==> src/rtl/neural_pkg.sv <==
// neural_pkg: constants and the FSM state type shared by the shift arbiter.
package neural_pkg;
    localparam int DATA_W_DEFAULT = 32;
    localparam int CNT_W = 4;
    typedef enum logic [1:0] {IDLE, WAIT, RESP} state_t;
endpackage

==> src/rtl/shift_arb_pick.sv <==
// shift_arb_pick: one-hot picker searching from ptr+1 upward, wrapping modulo N_REQ.
module shift_arb_pick #(
    parameter int N_REQ = 4,
    parameter int PW = 2
) (
    input  logic [N_REQ-1:0] valid,
    input  logic [PW-1:0]    ptr,
    output logic [N_REQ-1:0] grant,
    output logic [PW-1:0]    idx
);
    logic [PW-1:0] j;
    always_comb begin
        grant = '0;
        idx = '0;
        j = '0;
        // Descending offsets so the nearest candidate after ptr is the one left standing.
        for (int i = N_REQ; i >= 1; i--) begin
            j = PW'((int'(ptr) + i) % N_REQ);
            if (valid[j]) begin
                grant = '0;
                grant[j] = 1'b1;
                idx = j;
            end
        end
    end
endmodule

==> src/rtl/shift_arbiter.sv <==
// shift_arbiter: shares one shifter unit among N_REQ requesters.
// Define SHIFT_ARB_RR_EN for round-robin arbitration; otherwise fixed priority (lowest index wins).
module shift_arbiter
    import neural_pkg::*;
#(
    parameter int N_REQ = 4,
    parameter int DATA_W = DATA_W_DEFAULT,
    parameter int SHIFT_LAT = 1
) (
    input  logic                    clk,
    input  logic                    rst,
    input  logic [N_REQ-1:0]        req_valid,
    output logic [N_REQ-1:0]        req_ready,
    input  logic [N_REQ*DATA_W-1:0] req_base,
    input  logic [N_REQ*DATA_W-1:0] req_power,
    output logic [N_REQ-1:0]        rsp_valid,
    output logic [DATA_W-1:0]       rsp_result,
    output logic [DATA_W-1:0]       sh_base,
    output logic [DATA_W-1:0]       sh_power,
    input  logic [DATA_W-1:0]       sh_result,
    output logic                    busy
);
    localparam int PW = $clog2(N_REQ);

    state_t state, nxt;
    logic [CNT_W-1:0] cnt;
    logic [PW-1:0] g, ptr, pick_idx;
    logic [N_REQ-1:0] pick;
    logic accept;
    logic [DATA_W-1:0] base_arr [N_REQ];
    logic [DATA_W-1:0] power_arr [N_REQ];

    for (genvar i = 0; i < N_REQ; i++) begin : g_unpack
        assign base_arr[i] = req_base[i*DATA_W +: DATA_W];
        assign power_arr[i] = req_power[i*DATA_W +: DATA_W];
    end

`ifdef SHIFT_ARB_RR_EN
    always_ff @(posedge clk or posedge rst) begin
        if (rst) ptr <= PW'(N_REQ - 1);
        else if (accept) ptr <= pick_idx;
    end
`else
    // A pointer pinned at the top index makes the rotating search start at 0.
    assign ptr = PW'(N_REQ - 1);
`endif

    shift_arb_pick #(.N_REQ(N_REQ), .PW(PW)) u_pick (
        .valid(req_valid),
        .ptr(ptr),
        .grant(pick),
        .idx(pick_idx)
    );

    assign req_ready = (state == IDLE && !rst) ? pick : '0;
    assign accept = |(req_valid & req_ready);
    assign rsp_valid = (state == RESP) ? N_REQ'(1) << g : '0;
    assign busy = state != IDLE;

    always_ff @(posedge clk or posedge rst) begin
        if (rst) state <= IDLE;
        else state <= nxt;
    end

    always_comb begin
        nxt = state;
        nxt = (state == IDLE) ? (accept ? WAIT : IDLE) :
              (state == WAIT) ? (cnt == '0 ? RESP : WAIT) : IDLE;
    end

    always_ff @(posedge clk or posedge rst) begin
        if (rst) begin
            cnt <= '0;
            g <= '0;
            sh_base <= '0;
            sh_power <= '0;
            rsp_result <= '0;
        end else if (accept) begin
            cnt <= CNT_W'(SHIFT_LAT);
            g <= pick_idx;
            sh_base <= base_arr[pick_idx];
            sh_power <= power_arr[pick_idx];
        end else if (state == WAIT) begin
            cnt <= (cnt == '0) ? cnt : cnt - 1'b1;
            if (cnt == '0) rsp_result <= sh_result;
        end
    end
endmodule

==> config.mk <==
export PLATFORM = sky130hd
export DESIGN_NAME = shift_arbiter
export DESIGN_NICKNAME = d
export VERILOG_FILES = /design/src/rtl/neural_pkg.sv /design/src/rtl/shift_arb_pick.sv /design/src/rtl/shift_arbiter.sv
export SDC_FILE = /design/constraint.sdc
export NUM_CORES = 1
export LEC_CHECK = 0
export ABC_AREA = 0
export BUFFER_PORTS_ARGS = -buffer_cell sky130_fd_sc_hd__buf_2
export CAP_MARGIN = 20
export CELL_PAD_IN_SITES_DETAIL_PLACEMENT = 1
export CELL_PAD_IN_SITES_GLOBAL_PLACEMENT = 2
export CORE_MARGIN = 5
export CORE_UTILIZATION = 26
export DETAILED_ROUTE_END_ITERATION = 8
export PLACE_DENSITY = 0.85
export SLEW_MARGIN = 20
export SYNTH_ARGS = -nofsm -noshare
export SYNTH_HDL_FRONTEND = slang
export SYNTH_SLANG_ARGS = --single-unit
==> constraint.sdc <==
create_clock -name clk -period 9 [get_ports clk]
set_input_delay 1.8 -clock clk [delete_from_list [all_inputs] [get_ports clk]]
set_output_delay 1.8 -clock clk [all_outputs]
set_load 0.01 [all_outputs]
Word-level counts from Yosys, hierarchy flattened
Index checks and enable logic that the tools add are counted.
- input bits: 294
- word-level logic and storage cells: 47
- output and inout port bits: 105
- register bits: 104
- multiplexer cells: 23
- eq/ne operators: 3
- bitwise operators: 3
- shift operators: 1
- $add $sub $neg: 1
- reduce and logical (&&, ||, !) cells: 9
- magnitude comparators: 1
- operators with widths (kind ; number):
    32-bit binary-select mux with 2-bit select ; 2
    32-bit two-way mux ; 4
    4-bit two-way mux ; 9
    2-bit two-way mux ; 7
    4-bit bitwise AND ; 1
    4-bit logical NOT ; 1
    2-bit nonzero test ; 2
    4-bit OR reduction ; 1
    1-bit by 2-bit left shift with 4-bit output, first input constant ; 1
    4-bit by 1-bit subtractor with 4-bit output, second input constant ; 1
    3-bit greater-or-equal comparator, second input constant ; 1
    2-bit inverter with 3-bit output ; 1
    3-bit AND reduction ; 1
    2-bit by 1-bit == test with 1-bit output, second input constant ; 1
    2-bit == test, second input constant ; 1
    2-bit logical NOT ; 1
    2-bit inequality test, second input constant ; 1
    2-bit AND reduction ; 1
    1-bit logical AND ; 1
    1-bit logical NOT ; 1
    1-bit two-way mux ; 1
    1-bit inverter ; 1

Longest topological paths before layout
Gate-level depths: netlist (run 1).
- depth after elaboration: 9
- mapped depth: 7
- depth with buffers taken out: 5

Cells and area by module
From an unflattened synthesis (run 1), not the netlist that was laid out.
- cells, all modules: 391
- area, all modules: 6110.9 µm²
- modules (own cells, without submodules) (module ; times used ; seq. area each (µm²) ; area an instance (µm²) ; cells each):
    shift_arbiter ; 1 ; 2602.5 ; 5616.6 ; 330
    shift_arb_pick ; 1 ; 0.0 ; 494.2 ; 61

Least setup slack after synthesis (run 1)
Ideal clock, no wire load.
- kind: input -> output
- start point: input port rst
- end point: output port req_ready[3]
- setup slack: 4.533 ns
- arrival time: 2.667 ns
- cell stages on the path: 3
- required time: 7.200 ns
- buffers on the path: 1
- path through: nor3_2 clkbuf_1 and4b_1
- longest elaborated chain between the ends: 3
- RTL lines (what ; RTL line ; source):
    start, declared ; shift_arbiter.sv:11 ; input logic rst,
    1-bit logical NOT (no line) ; - ;
    1-bit logical AND ; shift_arbiter.sv:55 ; assign req_ready = (state == IDLE && !rst) ? pick : '0;
    4-bit two-way mux ; shift_arbiter.sv:55 ;
    end, declared ; shift_arbiter.sv:13 ; output logic [N_REQ-1:0] req_ready,
No other way between the ends.

Worst setup path in the final report (run 1)
- start point: input port req_valid[2]
- end point: output port req_ready[3]
- longest elaborated chain between the ends: 4
- RTL lines (what ; RTL line ; source):
    start, declared ; shift_arbiter.sv:12 ; input logic [N_REQ-1:0] req_valid,
    4-bit two-way mux (3 in series) ; shift_arb_pick.sv:19 ; if (valid[j]) begin
    4-bit two-way mux ; shift_arbiter.sv:55 ;
No other way between the ends.

==> flow_summary.yaml, run 1 <==
outcome:
  status: "finished, final reports clean"
global_routing:
  antenna_found_initial: 8
  gr-total-overflow: 0
  grt_use_total_pct: 18.9
  grt_pass1_vias: 8169
  grt_pass1_wl_microns: 46600
  grt_max_degree: 112
sta:
  max_freq_mhz: 195
  rsz0062_at_grt: "no"
  fin_crit_ns: 5.12
  final.setup_skew_ns: 0.00884
  fin_crit_sh_pct: 56.8
  final.setup.tns_ns: 0
  slew_headroom_pct: 30.3
  final-setup-viol-count: 0
  worst_pin_slew_ns: 1.05
  slew_viol_final: 0
  hold_violations: 0
  fin_hold_ws_ns: 0.505
synth:
  synth_area_sq_um: 7280
  synth.area.top_cells: "dfrtp_1, a21oi_1, and3b_1, a22o_1, nand3b_1"
  synth_top_area_share_pct: 35.8
  yosys.area.top_type: "dfrtp_1"
  async_flop_share_pct: 100
  synth-edff-count: 0
  syn_inst: 844
  yosysWarningCount: 0
  synthMostInstantiatedCell: "a21oi_1"
  synth_seq_cells: 104
  ys.flop_type: "dfrtp_1"
  ys_top_cells_by_count: "a21oi_1, dfrtp_1, clkbuf_1"
  syn_nets: 1139
  avgSynthCellArea_sq_um: 8.62
  yosysSeqAreaShare_pct: 35.8
  synth.distinct_cells: 38
worst_setup_path:
  rr_endpoint: "sh_power[28]"
  reg2reg_from: "state[0]"
  start_kind: "primary input"
  reg2reg_depth: 5
  critPathKind: "in2out"
  crit_fanout: 40
  critPathCaptureType: "primary output"
  worstPathArrival_ns: 3.32
  regToRegSetupSlack_ns: 6.23
  required_ns: 7.20
clock_tree:
  cts_tree: "built"
  root_buffer: "clkbuf_16"
  htree_levels: 3
  cts_setup_buffers: 0
  cts.sinks: 104
  clock_latency_ns: 0.36
  cts_resized: 0
  cts_buffers: 9
  hold_buffers: 0
  clock_path_buffers: 2
  clkTransAtPathRegs_ns: 0.08
route:
  dr.first_iter.drc_count: 239
  wl_met3_microns: 1730
  drcViolationCount: 0
  drtPass1Iterations: 4
  viasPerCell: 4.96
  met2WireLength_microns: 15600
  top_layer_used: "met5"
  vias: 7758
  wire_per_inst_microns: 19.9
  wl_microns: 31200
  ant_nets: 0
  wirelength_met1_microns: 13000
final_layout:
  fin_nets: 1470
  syn_to_final_growth_pct: 34.8
  layout.cells.non_filler: 1563
  design_area_sq_um: 9810
  drive_gt1_share_pct: 40.2
placed_design:
  routabilityCongestion: 0.834
  dpl.hpwl_microns: 22700
  placed_cells: 1542
  io_buffers: 398
  dpl-instance-area_sq_um: 9490
floorplan:
  rows: 61
  start_util_pct: 26.3
  ios: 399
  dieArea_sq_um: 31400
  fp.dieH_microns: 177
  die_width_microns: 177
  core-area_sq_um: 27700
power_and_ir_drop:
  ir_worst_vdd_v: 0.0000880
  p_leak_nw: 4.81
  p_per_area_nw_per_um2: 233
worst_hold_path:
  min_path_cells: 1
  hp-start: "rsp_result[17]"
  hold_path_class: "reg2reg"
  hold_end: "rsp_result[17]"
run:
  maxCapViolations: 0
through the flow:
| stage | power [W] | worst slack, ns | utilization [%] |
|---|---|---|---|
| floorplan | 0.00141 | 4.47 | - |
| global placement | 0.00185 | 3.85 | 34.2 |
| detailed placement | 0.00189 | 3.85 | 34.2 |
| CTS | 0.00232 | 3.85 | 35.4 |
| global route | 0.00244 | 3.75 | 35.4 |
| finish | 0.00228 | 3.88 | 35.4 |
critical path, cell delays in order:
cell and delay, ns:
buf_2 0.53, buf_4 0.56, and4b_1 0.26, buf_2 0.14
cell usage in the layout, fill, tap and decap left out, types with 2 or more instances in the layout:
cell         n
buf_6        2
mux2_2      32
nand3b_1    64
and3b_1     65
buf_4       11
a31oi_1     53
nor2_1       2
nor2b_1     64
clkinv_8     3
a21oi_1    131
and4b_1      2
nor4bb_1     2
inv_1       68
or4_1        2
clkbuf_16    9
diode_2      5
a31oi_2     10
nand2_1      3
o21ai_0     69
a22o_1      63
inv_6        4
nand3_1      2
buf_2      395
dfrtp_1    104
power by group:
group | total (W) | internal [W] | switching [W]
clock | 0.000420 | 0.000200 | 0.000220
combinational | 0.00104 | 0.000458 | 0.000578
sequential | 0.000826 | 0.000696 | 0.000131
total | 0.00228 | 0.00135 | 0.000929
layout make-up:
type                       instances  area [sq um]
sequential                       104          2600
clock buffer                       9           225
multi-input combinational        583          4070
fill                            3405         17900
clock inverter                     7          83.8
antenna                            5          12.5
inverter                          69           262
timing repair buffer             408          2080
tap                              378           473
worst max-delay path by stage:
| stage | start | end | depth (start not counted) |
|---|---|---|---|
| 3_5_place_dp | req_valid[2] | req_ready[3] | 4 |
| 4_1_cts | req_valid[2] | req_ready[3] | 4 |
| 3_3_place_gp | req_valid[2] | req_ready[3] | 4 |
| 5_1_grt | req_valid[2] | req_ready[3] | 4 |
| 2_1_floorplan | rst | cnt[0] | 1 |
| 6_report | req_valid[2] | req_ready[3] | 4 |
state kept, by name, summed over array words and instances (netlist names):
name and flops:
cnt 4, state 2, sh_power 32, g 2, rsp_result 32, sh_base 32
cell families (layout without fill, tap and decap cells):
| kind of cell | Yosys count | in the layout | share of synthesized area [%] |
|---|---|---|---|
| compound gates | 331 | 331 | 28.2 |
| fa+ha+maj | 1 | 1 | 0.172 |
| buf+inv | 157 | 493 | 8.54 |
| flops | 104 | 104 | 35.8 |
| mux | 32 | 32 | 4.95 |
| other cells | 0 | 5 | 0 |
| simple gates | 219 | 219 | 22.3 |
layer usage:
layer | track usage (%) | up-vias
met5 | 0 | -
met4 | 6.06 | 8
met3 | 3.54 | 39
met2 | 33.9 | 227
met1 | 22.8 | 3768
li1 | - | 3716
Note: power is estimated with default switching activity, not from simulation.
==> run 2: changes to the inputs <==
Settings changed: CORE_UTILIZATION 26 to 24, PLACE_DENSITY 0.85 to 0.79.
Clock period 9 ns to 4.8 ns, I/O delays scaled along.
==> flow_summary.yaml, run 2 (synthesis results as in run 1) <==
route:
  drtPass1Iterations: 4
  wire_per_inst_microns: 19.9
  drcViolationCount: 0
  dr.first_iter.drc_count: 225
  viasPerCell: 4.93
  wl_microns: 31400
  ant_nets: 0
  vias: 7752
worst_setup_path:
  reg2reg_from: "state[0]"
  critPathCaptureType: "primary output"
  reg2reg_depth: 5
  crit_buf_inv: 3
  crit_chain: "buf_4 > buf_4 > nor2_1 > and4b_1 > buf_2"
  required_ns: 3.84
  cp_slowest_cell: "nor2_1"
  rr_endpoint: "sh_base[2]"
  cp_top_family: "simple AND/OR/NAND/NOR gates"
  regToRegSetupSlack_ns: 2.47
  crit_fanout: 60
  crit_top_cell: "buf_4"
  critical-path-max-stage-delay_ns: 0.47
  start_kind: "primary input"
  worstPathArrival_ns: 2.40
  critPathKind: "in2out"
sta:
  hold_violations: 0
  final.setup.tns_ns: 0
  fin_crit_sh_pct: 69.9
  slew_viol_final: 0
  rsz0062_at_grt: "no"
  final-setup-viol-count: 0
  max_freq_mhz: 298
  fin_hold_ws_ns: 0.509
  fin_crit_ns: 3.35
  slew_headroom_pct: 35.9
  final.setup_skew_ns: 0.0162
  worst_pin_slew_ns: 0.961
final_layout:
  syn_to_final_growth_pct: 35.4
  fin_nets: 1472
  final_common_cell: "buf_2"
  mostFrequentLayoutCells: "buf_2, a21oi_1, dfrtp_1"
  drive_gt1_share_pct: 40.3
  largestRegisters: "rsp_result: 32 flops, sh_base: 32 flops, sh_power: 32 flops"
global_routing:
  grt_pass1_wl_microns: 47200
  gr-total-overflow: 0
  grt_use_total_pct: 17.5
  grt_pass1_vias: 8053
  grt_max_degree: 99
  antenna_found_initial: 5
placed_design:
  routabilityCongestion: 0.844
  io_buffers: 398
  dpl.hpwl_microns: 23200
floorplan:
  fp.dieH_microns: 184
  die_width_microns: 184
  core-area_sq_um: 29800
  dieArea_sq_um: 33900
  start_util_pct: 24.4
  rows: 63
  ios: 399
worst_hold_path:
  min_path_cells: 1
  hold_end: "rsp_result[4]"
  hp-start: "rsp_result[4]"
  hold_path_class: "reg2reg"
power_and_ir_drop:
  p_per_area_nw_per_um2: 439
  p_leak_nw: 4.83
  ir_worst_vdd_v: 0.000229
clock_tree:
  clkTransAtPathRegs_ns: 0.08
  cts.sinks: 104
  htree_levels: 3
  root_buffer: "clkbuf_16"
  cts_resized: 0
  clock_path_buffers: 2
  cts_setup_buffers: 0
  cts_buffers: 9
  cts_tree: "built"
  clock_latency_ns: 0.37
  hold_buffers: 0
outcome:
  status: "finished, final reports clean"
run:
  maxCapViolations: 0
==> run 2: cell count changes in the layout (fill, tap and decap cells not counted) <==
cell,change
inv_12,+3
buf_4,+2
clkinv_8,-2
diode_2,-3
buf_6,-1
buf_12,+1
inv_6,-3
inv_8,+2
==> run 2: how the worst max path moves through the flow <==
stage	from	endpoint	slack, ns	depth (start not counted)
6_report	req_valid[1]	req_ready[3]	1.45	5
3_5_place_dp	req_valid[2]	sh_base[2]	1.04	5
2_1_floorplan	rst	cnt[0]	1.11	1
4_1_cts	req_valid[2]	sh_base[2]	1.42	5
3_3_place_gp	req_valid[2]	sh_power[2]	1.08	5
5_1_grt	req_valid[2]	sh_base[2]	1.32	5
==> run 2: final cells by class <==
type,count,area (sq um)
fillers,3596,19900
multi-input cells,583,4070
flip-flops and latches,104,2600
repair buffers,410,2110
well taps,390,488
inverters,69,262
clock buffers,9,225
clock inverters,7,96.3
diodes,2,5.00
==> run 2: through the flow <==
stage / cells / setup WS (ns) / total power (W) / instance area, sq um / utilization (%)
floorplan: 844 / 1.11 / 0.00265 / 7280 / -
global placement: 1556 / 1.08 / 0.00351 / 9530 / 32.0
detailed placement: 1556 / 1.04 / 0.00358 / 9530 / 32.0
CTS: 1572 / 1.42 / 0.00442 / 9850 / 33.1
global route: 1574 / 1.32 / 0.00465 / 9850 / 33.1
finish: 1574 / 1.45 / 0.00432 / 9850 / 33.1
==> run 2: routing by layer <==
| metal | global-route usage (%) | routed length (microns) |
|---|---|---|
| met5 | 0 | 54 |
| met4 | 4.53 | 667 |
| met3 | 3.95 | 1740 |
| met2 | 29.9 | 15600 |
| met1 | 22.3 | 13300 |
==> run 2: where the power goes <==
group          leakage [nW]  switching, W  internal [W]
combinational          3.51       0.00109      0.000867
clock                 0.156      0.000436      0.000389
sequential             1.17      0.000234       0.00130
total                  4.83       0.00176       0.00256
